File: src/rtl/universal_shift_reg.sv
// Universal shift register: hold, load, shifts, rotates, clear and a
// saturating count of shifts since the last load/clear.
//
// Ports:
//   clock      - rising-edge clock
//   reset      - async active-low reset
//   enable     - 1 performs mode at the edge, 0 holds all state
//   mode       - 000 hold, 001 load, 010 lsr, 011 shl,
//                100 ror, 101 rol, 110 clear, 111 asr
//   data       - parallel load value
//   ser_in_msb - bit entering MSB on logical shift right
//   ser_in_lsb - bit entering LSB on shift left
//   dataout    - register contents
//   ser_out    - bit expelled/rotated by the last shift
//   count      - shifts since last load/clear, saturates at WIDTH
//   drained    - count == WIDTH
module universal_shift_reg #(
  parameter int WIDTH = 4,
  localparam int CW = $clog2(WIDTH + 1)
) (
  input  logic             clock,
  input  logic             reset,
  input  logic             enable,
  input  logic [2:0]       mode,
  input  logic [WIDTH-1:0] data,
  input  logic             ser_in_msb,
  input  logic             ser_in_lsb,
  output logic [WIDTH-1:0] dataout,
  output logic             ser_out,
  output logic [CW-1:0]    count,
  output logic             drained
);

  localparam logic [2:0] M_HOLD = 3'b000;
  localparam logic [2:0] M_LOAD = 3'b001;
  localparam logic [2:0] M_LSR  = 3'b010;
  localparam logic [2:0] M_SHL  = 3'b011;
  localparam logic [2:0] M_ROR  = 3'b100;
  localparam logic [2:0] M_ROL  = 3'b101;
  localparam logic [2:0] M_CLR  = 3'b110;
  localparam logic [2:0] M_ASR  = 3'b111;

  localparam logic [CW-1:0] FULL = CW'(WIDTH);

  logic             shifting;
  logic [WIDTH-1:0] shift_val;
  logic             shift_bit;

  always_comb begin
    shifting  = 1'b1;
    shift_val = dataout;
    shift_bit = dataout[0];
    unique case (mode)
      M_LSR: shift_val = {ser_in_msb, dataout[WIDTH-1:1]};
      M_SHL: begin
        shift_val = {dataout[WIDTH-2:0], ser_in_lsb};
        shift_bit = dataout[WIDTH-1];
      end
      M_ROR: shift_val = {dataout[0], dataout[WIDTH-1:1]};
      M_ROL: begin
        shift_val = {dataout[WIDTH-2:0], dataout[WIDTH-1]};
        shift_bit = dataout[WIDTH-1];
      end
      M_ASR: shift_val = {dataout[WIDTH-1], dataout[WIDTH-1:1]};
      M_HOLD, M_LOAD, M_CLR: shifting = 1'b0;
    endcase
  end

  always_ff @(posedge clock or negedge reset) begin
    if (!reset) begin
      dataout <= '0;
      ser_out <= 1'b0;
      count   <= '0;
    end else if (enable) begin
      if (mode == M_LOAD) begin
        dataout <= data;
        count   <= '0;
      end else if (mode == M_CLR) begin
        dataout <= '0;
        ser_out <= 1'b0;
        count   <= '0;
      end else if (shifting) begin
        dataout <= shift_val;
        ser_out <= shift_bit;
        // shifting continues past WIDTH; only the count saturates
        if (count != FULL)
          count <= count + 1'b1;
      end
    end
  end

  assign drained = (count == FULL);

endmodule

File: config.mk
export PLATFORM = sky130hd
export DESIGN_NAME = universal_shift_reg
export DESIGN_NICKNAME = d
export VERILOG_FILES = /design/src/rtl/universal_shift_reg.sv
export SDC_FILE = /design/constraint.sdc
export NUM_CORES = 1
export LEC_CHECK = 0
export CORE_MARGIN = 3
export CORE_UTILIZATION = 41
export DETAILED_ROUTE_END_ITERATION = 7
export HOLD_SLACK_MARGIN = 0.12
export PLACE_DENSITY = 0.81
export SLEW_MARGIN = 20
export SYNTH_ARGS = -nofsm -noshare
export SYNTH_HDL_FRONTEND = slang
export SYNTH_SLANG_ARGS = --single-unit
File: constraint.sdc
create_clock -name clock -period 1.25 [get_ports clock]
set_clock_uncertainty 0.1 [all_clocks]
set_input_delay 0.125 -clock clock [delete_from_list [all_inputs] [get_ports clock]]
set_output_delay 0.125 -clock clock [all_outputs]
set_load 0.05 [all_outputs]
==> run_results.csv <==
group,metric,value,unit
placement,gp_congestion,0.902,
final_layout,synthToLayoutAreaGrowth,74.0,%
global_route,grt_pass1_vias,861,
clock_tree,tritoncts,"yes",
setup_path,cp_num_buf_inv,3,
setup_path,cp.arrival,1.18,ns
clock_tree,cts_buffers,3,
synth,syn_inst,82,
placement,port_buffers,20,
global_route,grt_pass1_wl,3570,um
setup_path,start_kind,"flip-flop",
routing,post_drt_via_cell_ratio,5.96,
synth,synth_compound_gate_area_share,29.2,%
synth,yosys.cell_count.top_type,"dfrtp_1",
final_layout,fin_cells,139,
global_route,antenna_found_initial,0,
synth,synth_fa_ha_area_share,3.46,%
global_route,grt_max_degree,9,
synth,synth-seq-cells,8,
synth,async_flop_share,100,%
clock_tree,insertion_delay,0.26,ns
clock_tree,cts.sinks,8,
synth,netlist-cell-type-count,36,
synth,synth-edff-count,0,
final_layout,final_nets,139,
global_route,grt_use_total,22.5,%
routing,drt_drc_violations_left,0,
setup_path,critPathMaxFanout,2,
setup_path,critPathRequiredTime,1.02,ns
setup_path,r2r_start,"count[1]$_DFFE_PN0P_",
power_and_ir_drop,p_per_area,1590,nW/um^2
setup_path,rrSetupSlack,-0.08,ns
setup_path,critPathSlowestCell,"dfrtp_2",
clock_tree,cts-root-buf,"clkbuf_4",
synth,synth_top_area_share,27.7,%
sta,period_minus_slack,1.40,ns
sta,rsz0062_at_grt,"true",
clock_tree,clockBufferDepth,2,
synth,syn_area,723,sq um
synth,synthXorXnorAreaFrac,1.21,%
sta,fin_crit_sh,112,%
sta,tns,-0.286,ns
worst_hold_path,min_path_cells,3,
synth,yosys.area.top_type,"dfrtp_1",
flow_run,cap_violations,0,
clock_tree,path_clk_slew,0.06,ns
setup_path,r2r_end,"count[0]$_DFFE_PN0P_",
placement,place_inst,126,
floorplanning,initial_core_util,45.9,%
sta,final-hold-violation-count,0,
floorplanning,dieArea,2300,sq um
sta,setup_violations,3,
clock_tree,cts_max_level,1,
sta,worst_pin_slew,0.376,ns
worst_hold_path,min_to,"dataout[3]$_DFFE_PN0P_",
setup_path,cp_top_family,"flip-flops",
final_layout,drive_above_1_share,46.3,%
power_and_ir_drop,ir_drop,1560,uV
floorplanning,die_h,48,um
routing,routed-wl-met2,1160,um
final_layout,final_cell_area,1260,sq um
sta,worst_hold_slack,0.171,ns
setup_path,crit_path_max_incr_delay,0.41,ns
placement,dp_hpwl,1530,um
routing,met1_length,957,um
sta,slew_headroom,74.8,%
synth,yosys.area_share.simple,20.9,%
run_status,failed_checks,"negative setup slack",
routing,dr.first_iter.drc_count,39,
setup_path,reg2reg_depth,7,
synth,ys_seq_area_share,27.7,%
routing,dr.pass1.iters,4,
routing,wl_met3,177,um
sta,drv_slew,0,
floorplanning,coreArea,1580,sq um
final_layout,nFillCells,93,
global_route,grt.overflow.total,0,
final_layout,antenna-diode-count,0,
synth,synthTopCellsByArea,"dfrtp_1, mux2i_1, a21oi_1, a211o_1, a41oi_1",
routing,top_layer_used,"met4",
synth,synth_top_family_by_area,"compound AO/OA/AOI/OAI gates",
setup_path,crit_chain,"inv_2 > ha_4 > nand2_4 > clkinvlp_4 > buf_12",
synth,synthTopCellsByCount,"dfrtp_1, a21oi_1, nand2_1",
synth,synth_nets,96,
power_and_ir_drop,leakagePower,0.534,nW
sta,fmax,0.712,GHz
sta,timing.final.ws_setup,-0.155,ns
run_status,status,"complete, but fails checks",
floorplanning,die_w,48,um
synth,synthMuxAreaShare,5.54,%
synth,yosysWarnings,0,
setup_path,critPathCaptureType,"output pin",
placement,placed_area,1110,sq um
floorplanning,rows,14,
synth,syn_avg_cell_area,8.82,sq um
routing,antenna_left,0,
routing,wl_per_cell,16.8,um
worst_hold_path,min_from,"enable",
setup_path,worst-setup-path-type,"flip-flop to output pin",
routing,drt_wl_total,2330,um
routing,vias,828,
worst_hold_path,worstHoldPathType,"primary input to flip-flop",
synth,synth_flop_cell,"dfrtp_1",
floorplanning,io_pins,21,
-- final cells by class --
class	count	area (sq um)	share of cell area, %
inverters	4	18.8	1.49
flip-flops and latches	8	208	16.5
multi-input cells	62	495	39.4
repair buffers	46	494	39.3
clock buffers	3	22.5	1.79
well taps	16	20.0	1.59
-- worst max path at each step --
| stage | startpoint | endpoint | slack, ns | cells past startpoint |
|---|---|---|---|---|
| 2_1_floorplan | count[0]$_DFFE_PN0P_ | count[0]$_DFFE_PN0P_ | -0.35 | 6 |
| 3_3_place_gp | mode[2] | count[2]$_DFFE_PN0P_ | -0.38 | 5 |
| 3_5_place_dp | mode[1] | count[2]$_DFFE_PN0P_ | -0.42 | 4 |
| 4_1_cts | count[0]$_DFFE_PN0P_ | drained | -0.16 | 5 |
| 5_1_grt | count[1]$_DFFE_PN0P_ | drained | -0.21 | 5 |
| 6_report | count[1]$_DFFE_PN0P_ | drained | -0.15 | 5 |
-- cells in the final DEF (no fill, tap or decap), drive strengths merged, types with 2 or more instances in the layout --
master | netlist | layout
a211o | 3 | 3
a21oi | 8 | 8
a41oi | 4 | 4
buf | 6 | 34
clkbuf | 2 | 3
clkdlybuf4s50 | 0 | 7
dfrtp | 8 | 8
dlygate4sd2 | 0 | 3
ha | 2 | 2
inv | 4 | 3
mux2i | 4 | 4
nand2 | 6 | 6
nand2b | 4 | 4
nand3 | 3 | 3
nor2 | 5 | 5
nor3 | 2 | 2
nor3b | 3 | 3
o21ai | 4 | 4
-- where the power goes --
| group | leakage [nW] | switching (W) | internal (W) |
|---|---|---|---|
| registers | 0.0894 | 0.000107 | 0.000340 |
| clock network | 0.0138 | 0.0000889 | 0.000110 |
| logic | 0.431 | 0.000674 | 0.000678 |
-- registers in the layout (all words and copies together), names as in the netlist --
name / count
dataout: 4
count: 3
ser_out: 1
-- what timing repair did --
item / 4_1_cts / 5_1_grt
pin swaps: 3 / 2
hold endpoints to repair: 8 / 0
buffers inserted: 5 / 3
gates cloned: 1 / 0
setup endpoints to repair: 9 / 8
gates resized for setup: 10 / 6
hold buffers: 1 / 0
-- worst reg2reg max path, stage by stage, from the launching register on --
cell        delay, ns
dfrtp_2          0.36
inv_2            0.05
ha_4             0.16
nand2_4          0.08
clkinvlp_4       0.11
buf_4            0.16
o21ai_4          0.11
a21oi_1          0.08
-- cells by family (layout without fill, tap and decap cells) --
kind of cell	count (synthesis)	count (layout)
xor+xnor	1	1
compound gates	27	27
flops	8	8
buf+inv	12	53
mux	4	4
fa+ha+maj	2	2
simple gates	28	28
-- metrics by stage --
stage | utilization [%] | worst slack [ns] | power (W)
after global placement | 70.6 | -0.382 | 0.00161
after floorplan | - | -0.353 | 0.00106
final | 79.8 | -0.155 | 0.00200
after CTS | 76.9 | -0.158 | 0.00191
after detailed placement | 70.6 | -0.420 | 0.00164
after global routing | 79.8 | -0.209 | 0.00209
-- routing by layer --
metal	global-route usage [%]	vias to the layer above
li1	-	384
met1	25.7	399
met2	38.0	41
met3	6.39	4
met4	10.8	0
met5	0	-
No activity file was read; power rests on OpenSTA's default activity.
